### config.mk
export PLATFORM = sky130hd
export DESIGN_NAME = weight_acc_ctrl_flat
export DESIGN_NICKNAME = d
export VERILOG_FILES = /design/src/rtl/weight_acc_ctrl_if.sv /design/src/rtl/weight_acc_ctrl.sv /design/src/flat_wrapper.sv
export SDC_FILE = /design/constraint.sdc
export NUM_CORES = 1
export LEC_CHECK = 0
export ABC_AREA = 1
export CORE_MARGIN = 10
export CORE_UTILIZATION = 50
export CTS_CLUSTER_SIZE = 40
export DETAILED_ROUTE_END_ITERATION = 6
export DONT_BUFFER_PORTS = 1
export PLACE_DENSITY = 0.72
export SYNTH_ARGS = -nofsm -noshare
export SYNTH_HDL_FRONTEND = slang
export SYNTH_SLANG_ARGS = --single-unit
### constraint.sdc
create_clock -name clk -period 2.9 [get_ports clk]
set_clock_uncertainty 0.05 [all_clocks]
set_input_delay 0.58 -clock clk [delete_from_list [all_inputs] [get_ports clk]]
set_output_delay 0.58 -clock clk [all_outputs]
set_load 0.02 [all_outputs]
### src/rtl/weight_acc_ctrl_if.sv
// Weight stream in from the unified buffer and the broadcast/strobe bus out to the
// accumulator bank of one systolic row.
interface weight_acc_ctrl_if #(
   parameter int NUM_COLS = 2
);
   // Handshake: a weight beat transfers on a rising edge where wt_valid && wt_ready.
   // The source holds wt_data while wt_valid is high. wt_ready does not depend on wt_valid.
   logic                wt_valid;
   logic [15:0]         wt_data;
   logic                wt_ready;
   logic [15:0]         acc_data_out;
   logic [NUM_COLS-1:0] acc_valid_data_out;
   logic [NUM_COLS-1:0] acc_valid_in_out;

   modport slave (
      input  wt_valid, wt_data,
      output wt_ready, acc_data_out, acc_valid_data_out, acc_valid_in_out
   );

   modport master (
      output wt_valid, wt_data,
      input  wt_ready, acc_data_out, acc_valid_data_out, acc_valid_in_out
   );
endinterface

### src/rtl/weight_acc_ctrl.sv
// Load/drain sequencer for a row of weight accumulators. It loads column-major weights
// through per-column enqueue strobes, then drains them with a diagonal column skew.
module weight_acc_ctrl #(
   parameter int NUM_COLS = 2,
   parameter int DEPTH    = 4
) (
   input  logic              clk,
   input  logic              rst,
   input  logic              i_start,
   input  logic              i_abort,
   input  logic [7:0]        i_num_rows,
   weight_acc_ctrl_if.slave  bus,
   output logic              o_busy,
   output logic              o_done,
   output logic              o_err,
   output logic [1:0]        o_state
);

   localparam int CW = $clog2(NUM_COLS) + 1;

   localparam logic [1:0] S_IDLE  = 2'd0;
   localparam logic [1:0] S_LOAD  = 2'd1;
   localparam logic [1:0] S_DRAIN = 2'd2;
   localparam logic [1:0] S_DONE  = 2'd3;

   logic [1:0]          r_state;
   logic [7:0]          r_rows;
   logic [7:0]          r_row_cnt;
   logic [CW-1:0]       r_col_cnt;
   logic [7:0]          r_drain_cnt;
   logic [15:0]         r_acc_data;
   logic [NUM_COLS-1:0] r_enq;
   logic [NUM_COLS-1:0] r_deq;
   logic                r_done;
   logic                r_err;

   logic                w_beat;
   logic                w_last_row;
   logic                w_last_col;
   logic                w_bad_rows;
   logic                w_drain_last;
   logic [NUM_COLS-1:0] w_onehot;
   logic [NUM_COLS-1:0] w_deq;

   assign w_beat       = bus.wt_valid && (r_state == S_LOAD);
   assign w_last_row   = (r_row_cnt == (r_rows - 8'd1));
   assign w_last_col   = (r_col_cnt == CW'(NUM_COLS - 1));
   assign w_bad_rows   = (i_num_rows == 8'd0) || (i_num_rows > 8'(DEPTH));
   assign w_onehot     = NUM_COLS'(1) << r_col_cnt;
   // Compared in 9 bits so rows_q + column offset cannot wrap.
   assign w_drain_last = ({1'b0, r_drain_cnt} == ({1'b0, r_rows} + 9'(NUM_COLS) - 9'd2));

   // Column c dequeues for rows_q cycles starting c cycles into the drain.
   always_comb begin
      w_deq = '0;
      for (int c = 0; c < NUM_COLS; c++) begin
         w_deq[c] = ({1'b0, r_drain_cnt} >= 9'(c)) &&
                    ({1'b0, r_drain_cnt} < (9'(c) + {1'b0, r_rows}));
      end
   end

   always_ff @(posedge clk or posedge rst) begin
      if (rst) begin
         r_state     <= S_IDLE;
         r_rows      <= '0;
         r_row_cnt   <= '0;
         r_col_cnt   <= '0;
         r_drain_cnt <= '0;
         r_acc_data  <= '0;
         r_enq       <= '0;
         r_deq       <= '0;
         r_done      <= 1'b0;
         r_err       <= 1'b0;
      end else begin
         r_enq  <= '0;
         r_deq  <= '0;
         r_done <= 1'b0;
         r_err  <= 1'b0;
         if (i_abort && (r_state != S_IDLE)) begin
            r_state     <= S_IDLE;
            r_row_cnt   <= '0;
            r_col_cnt   <= '0;
            r_drain_cnt <= '0;
         end else begin
            case (r_state)
               S_IDLE: begin
                  if (i_start) begin
                     if (w_bad_rows) begin
                        r_err <= 1'b1;
                     end else begin
                        r_rows      <= i_num_rows;
                        r_row_cnt   <= '0;
                        r_col_cnt   <= '0;
                        r_drain_cnt <= '0;
                        r_state     <= S_LOAD;
                     end
                  end
               end
               S_LOAD: begin
                  if (w_beat) begin
                     r_acc_data <= bus.wt_data;
                     r_enq      <= w_onehot;
                     if (w_last_row) begin
                        r_row_cnt <= '0;
                        r_col_cnt <= r_col_cnt + CW'(1);
                        if (w_last_col) begin
                           r_state <= S_DRAIN;
                        end
                     end else begin
                        r_row_cnt <= r_row_cnt + 8'd1;
                     end
                  end
               end
               S_DRAIN: begin
                  r_deq <= w_deq;
                  if (w_drain_last) begin
                     r_drain_cnt <= '0;
                     r_state     <= S_DONE;
                  end else begin
                     r_drain_cnt <= r_drain_cnt + 8'd1;
                  end
               end
               S_DONE: begin
                  r_done  <= 1'b1;
                  r_state <= S_IDLE;
               end
               default: r_state <= S_IDLE;
            endcase
         end
      end
   end

   assign bus.wt_ready           = (r_state == S_LOAD);
   assign bus.acc_data_out       = r_acc_data;
   assign bus.acc_valid_data_out = r_enq;
   assign bus.acc_valid_in_out   = r_deq;
   assign o_busy                 = (r_state != S_IDLE);
   assign o_done                 = r_done;
   assign o_err                  = r_err;
   assign o_state                = r_state;

endmodule

### src/flat_wrapper.sv
// flat-port wrapper written by rule: the top's interface ports become plain ports
module weight_acc_ctrl_flat 
#(
   parameter int NUM_COLS = 2,
   parameter int DEPTH    = 4
)
  (clk, rst, i_start, i_abort, i_num_rows, o_busy, o_done, o_err, o_state, bus_wt_valid, bus_wt_data, bus_wt_ready, bus_acc_data_out, bus_acc_valid_data_out, bus_acc_valid_in_out);
  weight_acc_ctrl_if #(.NUM_COLS(NUM_COLS)) bus_i ();
  input  logic clk;
  input  logic rst;
  input  logic i_start;
  input  logic i_abort;
  input  logic [7:0] i_num_rows;
  output logic o_busy;
  output logic o_done;
  output logic o_err;
  output logic [1:0] o_state;
  input wire logic [$bits(bus_i.wt_valid)-1:0] bus_wt_valid;
  input wire logic [$bits(bus_i.wt_data)-1:0] bus_wt_data;
  output wire logic [$bits(bus_i.wt_ready)-1:0] bus_wt_ready;
  output wire logic [$bits(bus_i.acc_data_out)-1:0] bus_acc_data_out;
  output wire logic [$bits(bus_i.acc_valid_data_out)-1:0] bus_acc_valid_data_out;
  output wire logic [$bits(bus_i.acc_valid_in_out)-1:0] bus_acc_valid_in_out;
  assign bus_i.wt_valid = bus_wt_valid;
  assign bus_i.wt_data = bus_wt_data;
  assign bus_wt_ready = bus_i.wt_ready;
  assign bus_acc_data_out = bus_i.acc_data_out;
  assign bus_acc_valid_data_out = bus_i.acc_valid_data_out;
  assign bus_acc_valid_in_out = bus_i.acc_valid_in_out;
  weight_acc_ctrl #(.NUM_COLS(NUM_COLS), .DEPTH(DEPTH)) u_core (.clk(clk), .rst(rst), .i_start(i_start), .i_abort(i_abort), .i_num_rows(i_num_rows), .bus(bus_i), .o_busy(o_busy), .o_done(o_done), .o_err(o_err), .o_state(o_state));
endmodule
==> results.md, run 1 <==
* CP startpoint kind: flop
* WP data required at 3060 ps
* Setup TNS at 0 ps
* Worst reg-to-reg path cell count at 12
* Async S/R FF share, synth at 100%
* Post-Syn Area at 3240 sq um
* CTS buffer count at 5
* Synth area leaders: dfrtp_1 39%, ha_1 11%, nand2_1 9.7%
* Syn Inst Count at 389
* Distinct cells, synth at 39
* Clock root buffer: clkbuf_8
* Total of max-cap violations at 0
* Die area at 10100 sq um
* Syn_nets at 446
* #FFs+latches synth at 50
* Vias at 2502
* Initial Util at 51.3%
* RR Endpoint: u_core.o_state[1]
* Ports at 55
* Placed cells at 464
* CTS H-tree depth at 2
* Vias per cell at 5.30
* GR Util met2 at 21.6%
* CP max stage delay at 540 ps
* Dominant cell by count in the synthesized netlist: nand2_1
* Main synth FF type: dfrtp_1
* Largest net degree at the start of global routing at 51
* Max transition margin at 32.9%
* Worst-margin pin slew at 1010 ps
* DRC Markers at 0
* All-Layer GR Usage at 14.1%
* Number of synthesized flops with an enable pin at 0
* Met3 Track Usage GR at 5.97%
* Vias in the first global route at 2511
* I/O Buffers at 0
* CP most frequent cell: nand2_1
* Met1 GRT Util at 17.9%
* Fin. Hold Viols at 0
* Delay-heaviest family, CP: simple AND/OR/NAND/NOR gates
* Slowest CP cell: dfrtp_1
* Worst vdd ir at 0.668 mV
* Slew Viols, Final at 0
* Synth top cells by count: 84 x nand2_1, 53 x inv_1, 50 x dfrtp_1
* Crit Path Class: reg2reg
* CP Capture Type: flop
* Finished Layout Cells at 472
* Overall die width at 101 microns
* Syn avg cell area at 8.33 sq um
* Post-CTS Repair Setup Buffers at 0
* Final setup vio count at 0
* Nets at 451
* 1st-pass router iterations at 4
* Sequential element share of the synthesized area at 38.6%
* Top cell type's share of synthesized area at 38.6%
* Iteration-0 DRC count of the detailed router at 124
* Min cycle time layout at 2340 ps
* Syn. warnings at 0
* Clk slew on worst S/H paths at 100 ps
* Overall routed net length at 6760 microns
* Area Growth Syn to Fin at 5.37%
* Layout cells sized above 1 at 12.7%
* Busiest layer in global routing: met2
* Die H at 101 microns
* First-pass GRT wire length at 11800 microns
* R2R setup slack at 560 ps
* CTS Hold Bufs at 0
* Detailed Place HPWL at 5400 microns
* Layout Utilization at 54.1%
* Total gr overflow at 0
* Worst-case clock buffer depth at 2
* Antenna Cells at 0
* Yosys top cell by area: dfrtp_1
* P_leak at 0.00178 uW
* RR Startpoint: u_core.o_state[0]
* GP Congestion at 0.855
* Final instance area at 3410 sq um
* PD cells at 848 nW/um^2
* Placement Cell Area at 3320 sq um
* RSZ-0062 raised after global routing: false
* Core area at 6310 sq um
* Status: complete, no violations
* Cell Rows at 29
* CTS tree: done
* Worst Hold Class: in2async
* Wire per inst at 14.3 microns
* Initial antenna violation count at 0
* CTS-repair resized insts at 0
* Antenna-violating nets left at 0
* Final period util at 80.6%
* Max Fclk at 0.428 GHz
* Final Hold Slack at 325 ps
* Crit-path cells: inv_1, ha_1, inv_2, nand2_8, inv_4, nor2_1, nand2_1, inv_1, nor3_1, nand2_1, nand2_1, nand2_1
* Worst skew pair latency at 310 ps
* Crit path buffers/inverters at 4
* Critical path peak fanout at 7
* CP arrival at 2490 ps
* Clk sinks at 50
[worst max-delay path by stage]
stage,startpoint,end,slack (ps),cells after the start
2_1_floorplan,u_core.r_rows[0],u_core.bus.acc_valid_in_out[1],840,13
3_3_place_gp,u_core.o_state[0],u_core.o_state[0],660,12
3_5_place_dp,u_core.o_state[0],u_core.o_state[0],580,12
4_1_cts,u_core.o_state[0],u_core.o_state[0],570,12
5_1_grt,u_core.o_state[0],u_core.o_state[0],320,12
6_report,u_core.o_state[0],u_core.o_state[1],560,12
[worst register-to-register path, stage by stage (launching register included)]
cell and delay, ps:
dfrtp_1 540, inv_1 110, ha_1 290, inv_2 210, nand2_8 100, inv_4 120
nor2_1 70, nand2_1 60, inv_1 90, nor3_1 330, nand2_1 130, nand2_1 70
nand2_1 50
[logic make-up after synthesis]
| family | after synthesis | share of synthesized area, % |
|---|---|---|
| fa+ha+maj | 28 | 10.8 |
| compound gates | 32 | 5.60 |
| flops | 50 | 38.6 |
| mux | 16 | 6.49 |
| buf+inv | 66 | 8.07 |
| xor+xnor | 12 | 3.67 |
| simple gates | 185 | 26.8 |
[final cells by class]
class | count | area, sq um
inverters | 64 | 243
clock inverters | 3 | 27.5
fillers | 582 | 2900
flip-flops and latches | 50 | 1250
multi-input cells | 273 | 1730
clock buffers | 5 | 68.8
well taps | 77 | 96.3
[routing by layer]
layer  vias up  part of all wire [%]
met3         7                    10
met5         -                     0
li1       1258                     -
met1      1157                    45
met2        80                    43
met4         0                   1.0
[sequential cells by signal, summed over array words and instances (netlist names)]
| signal | count |
|---|---|
| u_core.bus.acc_data_out | 16 |
| u_core.bus.acc_valid_data_out | 2 |
| u_core.bus.acc_valid_in_out | 2 |
| u_core.o_done | 1 |
| u_core.o_err | 1 |
| u_core.o_state | 2 |
| u_core.r_col_cnt | 2 |
| u_core.r_drain_cnt | 8 |
| u_core.r_row_cnt | 8 |
| u_core.r_rows | 8 |
[power by group]
part | leakage, uW | internal [uW] | switching, uW | total [uW]
combinational | 0.00110 | 464 | 701 | 1170
clock | 0.0000467 | 179 | 264 | 443
sequential | 0.000631 | 909 | 377 | 1290
[per-stage QoR]
stage               setup slack [ps]  total power, uW
floorplan                        840             2220
global placement                 656             2440
detailed placement               584             2470
CTS                              568             2920
global route                     319             3150
finish                           562             2890
[placed cells by master (no fill, tap or decap), types with 2 or more instances in the layout]
cell type,n
nand2_1,84
clkbuf_8,5
a21oi_1,10
o21ai_1,2
nor3_1,6
nand4_1,13
mux2_4,8
inv_2,10
xor2_1,9
nand2_4,3
nand3b_1,3
nor2_2,3
nand3_1,23
dfrtp_1,50
ha_1,28
mux2_2,8
inv_1,52
xnor2_1,2
o21ai_0,13
nor2_1,42
(Power assumes the default switching activity.)
==> run 2, diff against run 1 <==
--- a/config.mk
+++ b/config.mk
@@ -11,7 +11,7 @@
 export CTS_CLUSTER_SIZE = 40
 export DETAILED_ROUTE_END_ITERATION = 6
 export DONT_BUFFER_PORTS = 1
-export PLACE_DENSITY = 0.72
+export PLACE_DENSITY = 0.75
 export SYNTH_ARGS = -nofsm -noshare
 export SYNTH_HDL_FRONTEND = slang
 export SYNTH_SLANG_ARGS = --single-unit
==> constraint.sdc (replaced) <==
create_clock -name clk -period 2 [get_ports clk]
set_clock_uncertainty 0.05 [all_clocks]
set_input_delay 0.4 -clock clk [delete_from_list [all_inputs] [get_ports clk]]
set_output_delay 0.4 -clock clk [all_outputs]
set_load 0.02 [all_outputs]
==> run 2 against run 1 <==
Net effect:
- the flow now finishes with violations (negative setup slack)
- clock power up 45%
- sequential cell count unchanged
- design area up 12%
- critical path type unchanged
==> results.md, run 2 (synthesis results as in run 1) <==
* Largest net degree at the start of global routing at 33 (was 51)
* GP Congestion at 0.899 (was 0.855)
* GR Util met2 at 25.4% (was 21.6%)
* Fin. Hold Viols at 0 (unchanged)
* Clk slew on worst S/H paths at 100 ps (about the same)
* Finished Layout Cells at 511 (was 472)
* Detailed Place HPWL at 6010 microns (was 5400 microns)
* Pwr Total at 4810 uW (was 2890 uW)
* Final Hold Slack at 161 ps (was 325 ps)
* Worst-case clock buffer depth at 2 (unchanged)
* PD cells at 1250 nW/um^2 (was 848 nW/um^2)
* Crit Path Class: reg2reg (unchanged)
* Delay-heaviest family, CP: simple AND/OR/NAND/NOR gates (unchanged)
* Max Fclk at 0.460 GHz (was 0.428 GHz)
* Initial antenna violation count at 0 (unchanged)
* Core area at 6310 sq um (unchanged)
* Final setup vio count at 13 (was 0)
* Setup TNS at -1790 ps (was 0 ps)
* Overall die width at 101 microns (unchanged)
* Iteration-0 DRC count of the detailed router at 194 (was 124)
* Critical path peak fanout at 7 (unchanged)
* Total of max-cap violations at 0 (unchanged)
* Clk sinks at 50 (unchanged)
* Failing checks: negative setup slack
* Vias at 2763 (was 2502)
* Slowest CP cell: dfrtp_1 (unchanged)
* Layout cells sized above 1 at 26.5% (was 12.7%)
* P_leak at 0.00197 uW (was 0.00178 uW)
* Vias in the first global route at 2753 (was 2511)
* Max transition margin at 56.3% (was 32.9%)
* Ports at 55 (unchanged)
* Overall routed net length at 8040 microns (was 6760 microns)
* RSZ-0062 raised after global routing: true (was false)
* Worst Hold Class: in2reg (was in2async)
* Met1 GRT Util at 16.8% (was 17.9%)
* CTS H-tree depth at 2 (unchanged)
* Antenna Cells at 0 (unchanged)
* Pre-CTS setup slack at -126 ps (was 584 ps)
* Worst-margin pin slew at 647 ps (was 1010 ps)
* P_int at 2600 uW (was 1550 uW)
* Min cycle time layout at 2170 ps (was 2340 ps)
* All-Layer GR Usage at 14.8% (was 14.1%)
* Cell Rows at 29 (unchanged)
* I/O Buffers at 0 (unchanged)
* Switching power total at 2210 uW (was 1340 uW)
* Final worst setup slack at -173 ps (was 562 ps)
* Most frequent cells in the layout: 74 x nand2_1, 49 x inv_1, 48 x dfrtp_1 (was 84 x nand2_1, 52 x inv_1, 50 x dfrtp_1)
* Vias per cell at 5.41 (was 5.30)
* Status: finished with violations (was complete, no violations)
* CTS buffer count at 5 (unchanged)
* Sequential share of power at 37.6% (was 44.4%)
* First-pass GRT wire length at 12500 microns (was 11800 microns)
* Worst skew pair latency at 310 ps (about the same)
* Final period util at 109% (was 80.6%)
* Placed cells at 495 (was 464)
* Clock root buffer: clkbuf_8 (unchanged)
* Met3 Track Usage GR at 5.21% (was 5.97%)
* Die area at 10100 sq um (unchanged)
* Clk pwr share at 13.3% (was 15.3%)
* Area Growth Syn to Fin at 18.5% (was 5.37%)
* Total gr overflow at 0 (unchanged)
* CTS tree: done (unchanged)
* Worst vdd ir at 1.01 mV (was 0.668 mV)
* DRC Markers at 0 (unchanged)
* Die H at 101 microns (unchanged)
* Nets at 490 (was 451)
* Antenna-violating nets left at 0 (unchanged)
* Sw Ratio at 46.0% (was 46.4%)
* CP startpoint kind: flop (unchanged)
* Logic gate share of total power at 49.1% (was 40.3%)
* 1st-pass router iterations at 4 (unchanged)
* Wire per inst at 15.7 microns (was 14.3 microns)
* Commonest non-fill, non-tap cell in the layout: nand2_1 (unchanged)
* Max reg flops at 16 (unchanged)
* Slew Viols, Final at 0 (unchanged)
* Crit-path cells: inv_2, buf_4, buf_6, ha_4, inv_4, nand2_2, nand2_2, nor2_1, nand4_1, nor2_1, nand3_2, nand2_4, buf_4, nand3_1, nand2_1 (was inv_1, ha_1, inv_2, nand2_8, inv_4, nor2_1, nand2_1, inv_1, nor3_1, nand2_1, nand2_1, nand2_1)
* Fill cells at 537 (was 582)
* CP max stage delay at 390 ps (was 540 ps)
* WP data required at 2210 ps (was 3060 ps)
* Initial Util at 51.3% (unchanged)
* Crit path buffers/inverters at 5 (was 4)
* Busiest layer in global routing: met2 (unchanged)
* CP arrival at 2380 ps (was 2490 ps)
* CP Capture Type: flop (unchanged)
run 2: cell count changes in the layout (fill, tap and decap cells not counted), sizes merged:
cell / change
inv: -1
buf: +38
clkinvlp: -1
clkinv: +2
dlygate4sd3: +1
run 2: power groups by stage:
| stage | combinational [uW] | clock (uW) | sequential (uW) |
|---|---|---|---|
| floorplan | 1430 | 0 | 1800 |
| global placement | 1980 | 0 | 1810 |
| detailed placement | 2030 | 0 | 1820 |
| CTS | 2050 | 654 | 1810 |
| global route | 2610 | 687 | 1850 |
| finish | 2360 | 641 | 1810 |
run 2: path summary, 6_finish.rpt:
| check | from | end | slack (ps) | cells after the start |
|---|---|---|---|---|
| min | i_start | u_core.o_err | 160 | 2 |
| max in group asynchronous | rst | u_core.o_state[1] | 990 | 3 |
| min reg2reg | u_core.r_col_cnt[1] | u_core.r_col_cnt[1] | 460 | 2 |
| max | u_core.r_rows[0] | u_core.r_col_cnt[0] | -170 | 15 |
| max reg2reg | u_core.r_rows[0] | u_core.r_col_cnt[0] | -170 | 15 |
| min in group asynchronous | rst | u_core.bus.acc_data_out[3] | 500 | 3 |
run 2: final cells by class:
cell class,instances,area [sq um],share of cell area [%]
timing repair buffer,39,303,7.89
multi-input combinational,273,1840,48.0
sequential,50,1250,32.6
inverter,64,248,6.45
clock buffer,5,68.8,1.79
tap,77,96.3,2.51
clock inverter,3,28.8,0.749
run 2: stage by stage:
step / util (%) / cell area (sq um)
floorplan: - / 3250
global placement: 56.4 / 3560
detailed placement: 56.4 / 3560
CTS: 58.2 / 3670
global route: 60.8 / 3840
finish: 60.8 / 3840
run 2: repair_timing:
action                                  in CTS  in global routing
pin swaps                                    0                 11
hold buffers                                 1                  0
endpoints found under the setup margin       1                 21
endpoints found under the hold margin       18                  0
setup buffers                                0                  7
resized for setup                            2                 30
run 2: per-layer routing:
metal | vias up | share of wire (%)
met4 | 0 | 1.8
met5 | - | 0
met2 | 89 | 50
met3 | 15 | 8.2
met1 | 1319 | 39
li1 | 1340 | -
==> run 3, diff against run 2 <==
--- a/config.mk
+++ b/config.mk
@@ -11,6 +11,7 @@
 export CTS_CLUSTER_SIZE = 40
 export DETAILED_ROUTE_END_ITERATION = 6
 export DONT_BUFFER_PORTS = 1
+export MAX_ROUTING_LAYER = met4
 export PLACE_DENSITY = 0.75
 export SYNTH_ARGS = -nofsm -noshare
 export SYNTH_HDL_FRONTEND = slang
==> run 3 against run 2 <==
Net effect:
- die area stayed put
- the flow still finishes with violations (negative setup slack)
- routed wire length is 6.9% lower
- highest routed layer unchanged
- register-to-register slack better by 90 ps
- worst setup slack better by 86 ps
==> results.md, run 3 (synthesis results as in run 1) <==
* RR Startpoint: u_core.r_rows[0] (unchanged)
* P_leak at 0.00196 uW (was 0.00197 uW)
* Crit Path Class: reg2reg (unchanged)
* CTS tree: done (unchanged)
* PD cells at 1220 nW/um^2 (was 1250 nW/um^2)
* Initial antenna violation count at 0 (unchanged)
* Final worst setup slack at -87.4 ps (was -173 ps)
* Antenna Cells at 0 (unchanged)
* Worst Setup SP: u_core.r_rows[0] (unchanged)
* Seq. cell area at 1250 sq um (unchanged)
* Total gr overflow at 0 (unchanged)
* Vias per cell at 5.24 (was 5.41)
* I/O Buffers at 0 (unchanged)
* Commonest non-fill, non-tap cell in the layout: nand2_1 (unchanged)
* Max Fclk at 0.479 GHz (was 0.460 GHz)
* Slew Viols, Final at 0 (unchanged)
* CP arrival at 2220 ps (was 2380 ps)
* Failing checks: negative setup slack (unchanged)
* Iteration-0 DRC count of the detailed router at 184 (was 194)
* Clock root buffer: clkbuf_8 (unchanged)
* Area Growth Syn to Fin at 15.8% (was 18.5%)
* 1st-pass router iterations at 4 (unchanged)
* Detailed Place HPWL at 5960 microns (was 6010 microns)
* Antenna-violating nets left at 0 (unchanged)
* Max transition margin at 65.2% (was 56.3%)
* Wire per inst at 14.7 microns (was 15.7 microns)
* DRC Markers at 0 (unchanged)
* Pwr Total at 4590 uW (was 4810 uW)
* Overall routed net length at 7490 microns (was 8040 microns)
* Vias in the first global route at 2721 (was 2753)
* Overall die width at 101 microns (unchanged)
* Status: finished with violations (unchanged)
* Initial Util at 51.3% (unchanged)
* First-pass GRT wire length at 12500 microns (about the same)
* Vias at 2668 (was 2763)
* CP startpoint kind: flop (unchanged)
* Critical path peak fanout at 2 (was 7)
* Final setup vio count at 2 (was 13)
* CP Capture Type: flop (unchanged)
* Worst-margin pin slew at 515 ps (was 647 ps)
* Max reg flops at 16 (unchanged)
* RSZ-0062 raised after global routing: true (unchanged)
* Layout cells sized above 1 at 22.7% (was 26.5%)
* CTS H-tree depth at 2 (unchanged)
* Fill cells at 560 (was 537)
* Worst vdd ir at 0.942 mV (was 1.01 mV)
* Die area at 10100 sq um (unchanged)
* Layout Utilization at 59.4% (was 60.8%)
* Clk sinks at 50 (unchanged)
* Multi-input gate area at 1780 sq um (was 1840 sq um)
* Cell Rows at 29 (unchanged)
* Most frequent cells in the layout: 82 x nand2_1, 51 x inv_1, 48 x dfrtp_1 (was 74 x nand2_1, 49 x inv_1, 48 x dfrtp_1)
* Total of max-cap violations at 0 (unchanged)
* Worst-case clock buffer depth at 2 (unchanged)
* Core area at 6310 sq um (unchanged)
* Final period util at 104% (was 109%)
* Worst hold start: i_num_rows[1] (was i_start)
* Clk slew on worst S/H paths at 100 ps (about the same)
* Largest net degree at the start of global routing at 33 (unchanged)
* WP data required at 2130 ps (was 2210 ps)
* Nets at 488 (was 490)
* Worst Hold Class: in2reg (unchanged)
* CTS buffer count at 5 (unchanged)
* Die H at 101 microns (unchanged)
* Min cycle time layout at 2090 ps (was 2170 ps)
* Ports at 55 (unchanged)
* Worst skew pair latency at 310 ps (about the same)
* GP Congestion at 0.886 (was 0.899)
* All-Layer GR Usage at 15.5% (was 14.8%)
* Fin. Hold Viols at 0 (unchanged)
-- run 3: changes by cell type in the layout (fill, tap and decap cells not counted), sizes merged --
cell	previous run	this run
buf	38	36
-- run 3: final cells by class --
class	count	share of cell area [%]
multi-input combinational	273	47.4
sequential	50	33.4
timing repair buffer	37	7.47
inverter	64	6.54
tap	77	2.57
clock buffer	5	1.83
clock inverter	3	0.767
-- run 3: per-layer routing --
layer  vias to the layer above  track usage (%)  wire [microns]
li1                       1335                -               -
met1                      1223             18.9            3260
met2                        93             24.4            3490
met3                        17             3.57             576
met4                         0             5.98             153
met5                         -                -               0
-- run 3: through the flow --
stage	setup WS, ps	setup TNS, ps	std cells	hold slack, ps	cell area [sq um]
after floorplan	10.0	0	389	392	3250
after global placement	20.6	0	496	266	3570
after detailed placement	-41.3	-41.3	496	275	3570
after CTS	-78.0	-104	506	147	3700
after global routing	-226	-1970	509	152	3750
final	-87.4	-104	509	161	3750
-- run 3: worst max-delay path, cell delays in order, from the launching register on --
cell and delay, ps:
dfrtp_1 370, inv_2 40, nor3_2 160, inv_1 80, nor2_2 110, inv_2 50
nor3_2 170, nand2_1 80, xor2_1 150, ha_1 290, nand4_1 110, nand3b_1 170
nand2_1 70, nor2_2 40
-- run 3: report_power, final --
part | leakage [uW] | total, uW | switching [uW] | internal, uW
Combinational | 0.00128 | 2170 | 1240 | 929
Sequential | 0.000628 | 1790 | 467 | 1320
Clock | 0.0000502 | 631 | 372 | 260
-- run 3: what timing repair did --
action | CTS | global route
buffers inserted | 1 | 3
pin swaps | 4 | 4
hold endpoints to repair | 18 | 0
hold buffers | 1 | 0
gates resized for setup | 2 | 9
setup endpoints to repair | 4 | 24
-- run 3: path summary, 6_finish.rpt --
path,end,slack [ps],cells after the start
max,u_core.bus.acc_valid_in_out[1],-90,13
max reg2reg,u_core.bus.acc_valid_in_out[1],-90,13
min,u_core.r_rows[1],160,2
min reg2reg,u_core.r_rows[7],500,2
min in group asynchronous,u_core.bus.acc_data_out[2],500,3
max in group asynchronous,u_core.o_state[1],1010,3
